<file path="src/rtl/serial_alu_ctrl.sv">
// rtl/serial_alu_ctrl.sv - bit-serial ALU with IDLE/SHIFT/DONE control FSM
module serial_alu_ctrl #(
  parameter int WIDTH = 8
) (
  input  logic             clk,
  input  logic             rst,
  input  logic             start,
  input  logic [WIDTH-1:0] A,
  input  logic [WIDTH-1:0] B,
  input  logic [2:0]       S,
  output logic             busy,
  output logic             done,
  output logic [WIDTH-1:0] F,
  output logic             Cout,
  output logic             Z
);

  localparam int CW = (WIDTH > 1) ? $clog2(WIDTH) : 1;
  localparam logic [CW-1:0] LAST_BIT = CW'(WIDTH - 1);

  localparam logic [1:0] IDLE  = 2'd0;
  localparam logic [1:0] SHIFT = 2'd1;
  localparam logic [1:0] DONE  = 2'd2;

  logic [1:0]       r_state;
  logic [WIDTH-1:0] r_a;
  logic [WIDTH-1:0] r_b;
  logic [2:0]       r_s;
  logic [CW-1:0]    r_cnt;
  logic             r_carry;
  logic             r_last;
  logic [WIDTH-1:0] r_res;
  logic [WIDTH-1:0] r_f;
  logic             r_cout;
  logic             r_z;

  logic w_op;
  logic w_bit;
  logic w_cnext;
  logic w_cinit;

  // Carry preload: INC and SUB start with an injected +1, everything else with 0.
  assign w_cinit = (S == 3'b000) || (S == 3'b010);

  // One result bit from the current LSBs of the operand shifters and the carry.
  always_comb begin
    w_op    = 1'b0;
    w_bit   = 1'b0;
    w_cnext = 1'b0;
    if (r_s[2]) begin
      case (r_s[1:0])
        2'b00:   w_bit = r_a[0] & r_b[0];
        2'b01:   w_bit = r_a[0] | r_b[0];
        2'b10:   w_bit = r_a[0] ^ r_b[0];
        default: w_bit = ~r_a[0];
      endcase
    end else if (r_s[1:0] == 2'b00) begin
      w_bit   = r_a[0] ^ r_carry;
      w_cnext = r_a[0] & r_carry;
    end else begin
      case (r_s[1:0])
        2'b01:   w_op = r_b[0];
        2'b10:   w_op = ~r_b[0];
        default: w_op = 1'b1;
      endcase
      w_bit   = r_a[0] ^ w_op ^ r_carry;
      w_cnext = (r_a[0] & w_op) | (r_carry & (r_a[0] ^ w_op));
    end
  end

  // Control FSM, operand shifters and result registers.
  // The extra SHIFT cycle flagged by r_last publishes the assembled result,
  // so the counter never has to count past WIDTH-1.
  always_ff @(posedge clk or posedge rst) begin
    if (rst) begin
      r_state <= IDLE;
      r_a     <= '0;
      r_b     <= '0;
      r_s     <= '0;
      r_cnt   <= '0;
      r_carry <= 1'b0;
      r_last  <= 1'b0;
      r_res   <= '0;
      r_f     <= '0;
      r_cout  <= 1'b0;
      r_z     <= 1'b1;
    end else begin
      case (r_state)
        IDLE: begin
          if (start) begin
            r_a     <= A;
            r_b     <= B;
            r_s     <= S;
            r_cnt   <= '0;
            r_carry <= w_cinit;
            r_last  <= 1'b0;
            r_state <= SHIFT;
          end
        end
        SHIFT: begin
          if (!r_last) begin
            r_a     <= r_a >> 1;
            r_b     <= r_b >> 1;
            r_res   <= {w_bit, r_res[WIDTH-1:1]};
            r_carry <= w_cnext;
            if (r_cnt == LAST_BIT) begin
              r_last <= 1'b1;
            end else begin
              r_cnt <= r_cnt + CW'(1);
            end
          end else begin
            r_f     <= r_res;
            r_cout  <= r_carry;
            r_z     <= (r_res == '0);
            r_last  <= 1'b0;
            r_state <= DONE;
          end
        end
        DONE: begin
          r_cnt   <= '0;
          r_state <= IDLE;
        end
        default: r_state <= IDLE;
      endcase
    end
  end

  assign busy = (r_state != IDLE);
  assign done = (r_state == DONE);
  assign F    = r_f;
  assign Cout = r_cout;
  assign Z    = r_z;

endmodule
</file>
<file path="config.mk">
export PLATFORM = sky130hd
export DESIGN_NAME = serial_alu_ctrl
export DESIGN_NICKNAME = d
export VERILOG_FILES = /design/src/rtl/serial_alu_ctrl.sv
export SDC_FILE = /design/constraint.sdc
export NUM_CORES = 1
export LEC_CHECK = 0
export BUFFER_PORTS_ARGS = -buffer_cell sky130_fd_sc_hd__buf_2
export CAP_MARGIN = 30
export CORE_MARGIN = 2
export CORE_UTILIZATION = 56
export CTS_BUF_LIST = sky130_fd_sc_hd__clkbuf_4
export CTS_CLUSTER_DIAMETER = 150
export DETAILED_ROUTE_END_ITERATION = 10
export PLACE_DENSITY = 0.79
export RECOVER_POWER = 25
export SLEW_MARGIN = 30
export SYNTH_ARGS = -nofsm -noshare
export SYNTH_HDL_FRONTEND = slang
export SYNTH_SLANG_ARGS = --single-unit
</file>
<file path="constraint.sdc">
create_clock -name clk -period 2 [get_ports clk]
set_input_delay 0.1 -clock clk [delete_from_list [all_inputs] [get_ports clk]]
set_output_delay 0.1 -clock clk [all_outputs]
set_load 0.05 [all_outputs]
</file>
==> flow_metrics.py <==
metrics = {
    "global_routing": {
        "grt_antenna_before_repair": 0,
        "global_route_wire_length_before_repair_mm": 6.27,
        "gr-total-overflow": 0,
        "grt_pass1_vias": 1536,
        "grt_max_degree": 45,
        "tot_gr_track_use_pct": 19.1,
    },
    "power_and_ir_drop": {
        "p_int_mw": 2.33,
        "switching_share_pct": 41.7,
        "combPwrFrac_pct": 49.6,
        "finalPower_mw": 4.00,
        "power-per-cell-area_mw_per_mm2": 1620,
        "switchingPower_mw": 1.67,
        "seqPwrFrac_pct": 39.6,
        "max-vdd-ir-drop_mv": 0.749,
        "p_leak_nw": 1.28,
        "power_frac_clock_pct": 10.7,
    },
    "floorplanning": {
        "rows": 22,
        "starting_utilization_of_the_core_area_pct": 58.8,
        "top_level_ports": 34,
        "die_h_microns": 66.2,
        "die_area_sq_mm": 0.00439,
        "core_area_sq_mm": 0.00369,
        "die_width_microns": 66.2,
    },
    "sta": {
        "layout_setup_ws_ps": 264,
        "post-route-period-util_pct": 86.8,
        "worst_pin_slew_ps": 1070,
        "rsz0062_at_grt": "false",
        "skew_ps": 9.61,
        "setup-tns-final_ps": 0,
        "timing.final.setup_violations": 0,
        "hold_viol_final": 0,
        "relSlewSlack_pct": 28.6,
        "slew_viol_final": 0,
        "timing.fmax_ghz": 0.576,
        "clock_period_minus_final_worst_setup_slack_ps": 1740,
    },
    "clock_tree": {
        "cts-htree-levels": 2,
        "tritoncts": "yes",
        "cts_num_sinks": 44,
        "clock_tree.buffer_depth": 2,
        "cts.reportedPaths.clkPinSlew_ps": 120,
        "post_cts_hold_buffer_count": 4,
        "number_of_instances_resized_during_post_cts_repair": 0,
        "post-cts-setup-buffers": 0,
        "numCtsBuffers": 5,
        "worstSkewPairLatency_ps": 360,
        "clk_root_buffer_cell": "clkbuf_4",
    },
    "critical_path": {
        "critical_path_arrival_ps": 2000,
        "worst_reg2reg_endpoint": "r_cnt[2]$_DFFE_PP0P_",
        "r2r_slack_ps": 260,
        "path_cells": "ha_1, ha_1, o31ai_1, o21a_1, nor2b_1, a31o_2",
        "worstRegToRegCells": 6,
        "critical_path.endpoint_type": "flip-flop",
        "worst-setup-path-type": "reg2reg",
        "critPathMaxFanout": 4,
        "critical_path_required_ps": 2260,
        "cpMaxStageDelayCell": "dfrtp_1",
        "critical_path.most_common_cell": "ha_1",
        "timing.rr.start": "r_cnt[0]$_DFFE_PP0P_",
        "worstSetupStartpointType": "flip-flop",
        "cp_slowest_stage_delay_ps": 440,
    },
    "logic_synthesis": {
        "post-synth-top-area-cell": "dfrtp_1",
        "syn_nets": 222,
        "yosysWarnings": 0,
        "synth_top_area_share_pct": 49.6,
        "synth_cell_type_count": 35,
        "synth-seq-area-share_pct": 50.8,
        "netlist_top_cells_count": "43 x dfrtp_1, 19 x a21oi_1, 17 x nor2_1, 16 x mux2i_1, 12 x nand2_1",
        "synth.cell_area_sq_mm": 0.00217,
        "ys_top_cells_by_area": "dfrtp_1 50%, mux2i_1 7.4%, ha_1 5.2%, mux2_2 5.2%, mux2_4 4.8%",
        "post-synth-top-count-cell": "dfrtp_1",
        "post_synth.cell_area_avg_sq_um": 11.4,
        "async_set_or_reset_register_ratio_after_synthesis_pct": 100,
        "yosys_register_bits": 44,
        "synth_enable_flop_cells": 0,
        "syn_inst_count": 191,
        "yosys_most_used_dff": "dfrtp_1",
    },
    "routing": {
        "routedLengthMet1_mm": 1.56,
        "routed-wl-met3_microns": 184,
        "detail_route.iter0.violations": 70,
        "ant_nets": 0,
        "viasPerCell": 5.26,
        "vias_after_detailed_routing": 1477,
        "number_of_detailed_routing_iterations_run_before_antenna_repair": 4,
        "met2_wirelength_mm": 1.88,
        "wl_per_cell_microns": 13.0,
        "post_route_drc_violation_count": 0,
        "top_layer": "met4",
        "totalWireLength_mm": 3.66,
    },
    "placed_design": {
        "preCtsSetupSlack_ps": 267,
        "dpl_cell_area_sq_mm": 0.00237,
        "hpwlAfterDp_mm": 2.61,
        "gpl_congestion": 0.841,
        "port_buffers": 33,
    },
    "min_path": {
        "holdPathStages": 3,
        "worstHoldPathType": "in2reg",
        "hold_start": "B[7]",
        "hold_end": "r_b[7]$_DFFE_PP0P_",
    },
    "finish": {
        "areaGrowthSynthToFinish_pct": 13.5,
        "fin_util_pct": 66.7,
        "insertedDiodeCount": 0,
        "nets": 263,
        "filler_cell_count": 319,
        "final_layout_size_suffix_gt1_share_pct": 30.0,
        "postLayoutCellArea_sq_mm": 0.00246,
    },
    "job": {
        "cap_viol_max_count": 0,
    },
    "run_status": {
        "status": "completed",
    },
}
worst max-delay path by stage:
stage	end	slack, ps	cells past startpoint	from
5_1_grt	r_cnt[1]$_DFFE_PP0P_	160	6	r_cnt[0]$_DFFE_PP0P_
2_1_floorplan	r_cnt[1]$_DFFE_PP0P_	380	4	r_state[0]$_DFFE_PP0P_
3_3_place_gp	r_carry$_DFFE_PP0P_	350	9	r_s[1]$_DFFE_PP0P_
4_1_cts	r_cnt[2]$_DFFE_PP0P_	260	6	r_cnt[0]$_DFFE_PP0P_
6_report	r_cnt[2]$_DFFE_PP0P_	260	6	r_cnt[0]$_DFFE_PP0P_
3_5_place_dp	r_cnt[2]$_DFFE_PP0P_	270	6	r_cnt[0]$_DFFE_PP0P_
cell usage in the layout, fill, tap and decap left out, drive strengths merged, types with 2 or more instances in the layout:
cell and instances:
and2b 2, nand2b 3, ha 9, nand2 13, nor2b 6, mux2 17
dfrtp 43, a31o 2, a21oi 20, nor2 18, o21ai 8, nand3 2
mux2i 16, nor4 2, dlygate4sd3 4, nor3 2, a21o 2, clkbuf 7
buf 37, inv 8
state kept, by name, summed over array words and instances (netlist names):
register and count:
r_res 8, r_carry 1, r_b 8, r_cnt 3
r_s 3, r_state 2, Z 1, r_a 8
r_last 1, Cout 1, F 8
power by group through the flow:
stage               Sequential, mW  Combinational (mW)  Clock [mW]
floorplan                     1.85                1.40           0
detailed placement            1.61                2.00           0
finish                        1.58                1.98       0.429
CTS                           1.59                2.01       0.444
global route                  1.65                2.21       0.484
global placement              1.60                1.95           0
per-layer routing:
layer  GRT usage [%]  vias up
met4            8.42        0
met2            33.6       31
met1            21.6      702
li1                -      741
met3            4.77        3
met5               0        -
area by class of cell:
type	instances	area [sq um]	area share, %
Multi-Input combinational cell	131	972	39.5
Sequential cell	44	1100	44.8
Clock buffer	6	45.0	1.83
Tap cell	48	60.1	2.44
Inverter	8	30.0	1.22
Timing Repair Buffer	42	240	9.76
Clock inverter	2	11.3	0.458
worst max-delay path: cells and delay by family, from the launching register on:
family / cells / cell delay (ps)
AOI/OAI and AO/OA: 3 / 720
adders and majority gates: 2 / 430
DFF: 1 / 440
and+or+nand+nor: 1 / 60
stage by stage:
step / cells / hold WS (ps)
after floorplan: 191 / 217
after global placement: 269 / 263
after detailed placement: 269 / 290
after CTS: 281 / 14.0
after global routing: 281 / 33.3
final: 281 / 28.4
cells by family after synthesis:
family                     after synthesis  share of synthesized area, %
AOI/OAI and AO/OA                       36                          9.41
xor gates and xnor gates                 1                         0.404
adders and majority gates                9                          5.19
buffers and inverters                   16                          4.33
DFF                                     44                          50.8
muxes                                   33                          17.4
and+or+nand+nor                         52                          12.4
Note: power is estimated with default switching activity, not from simulation.
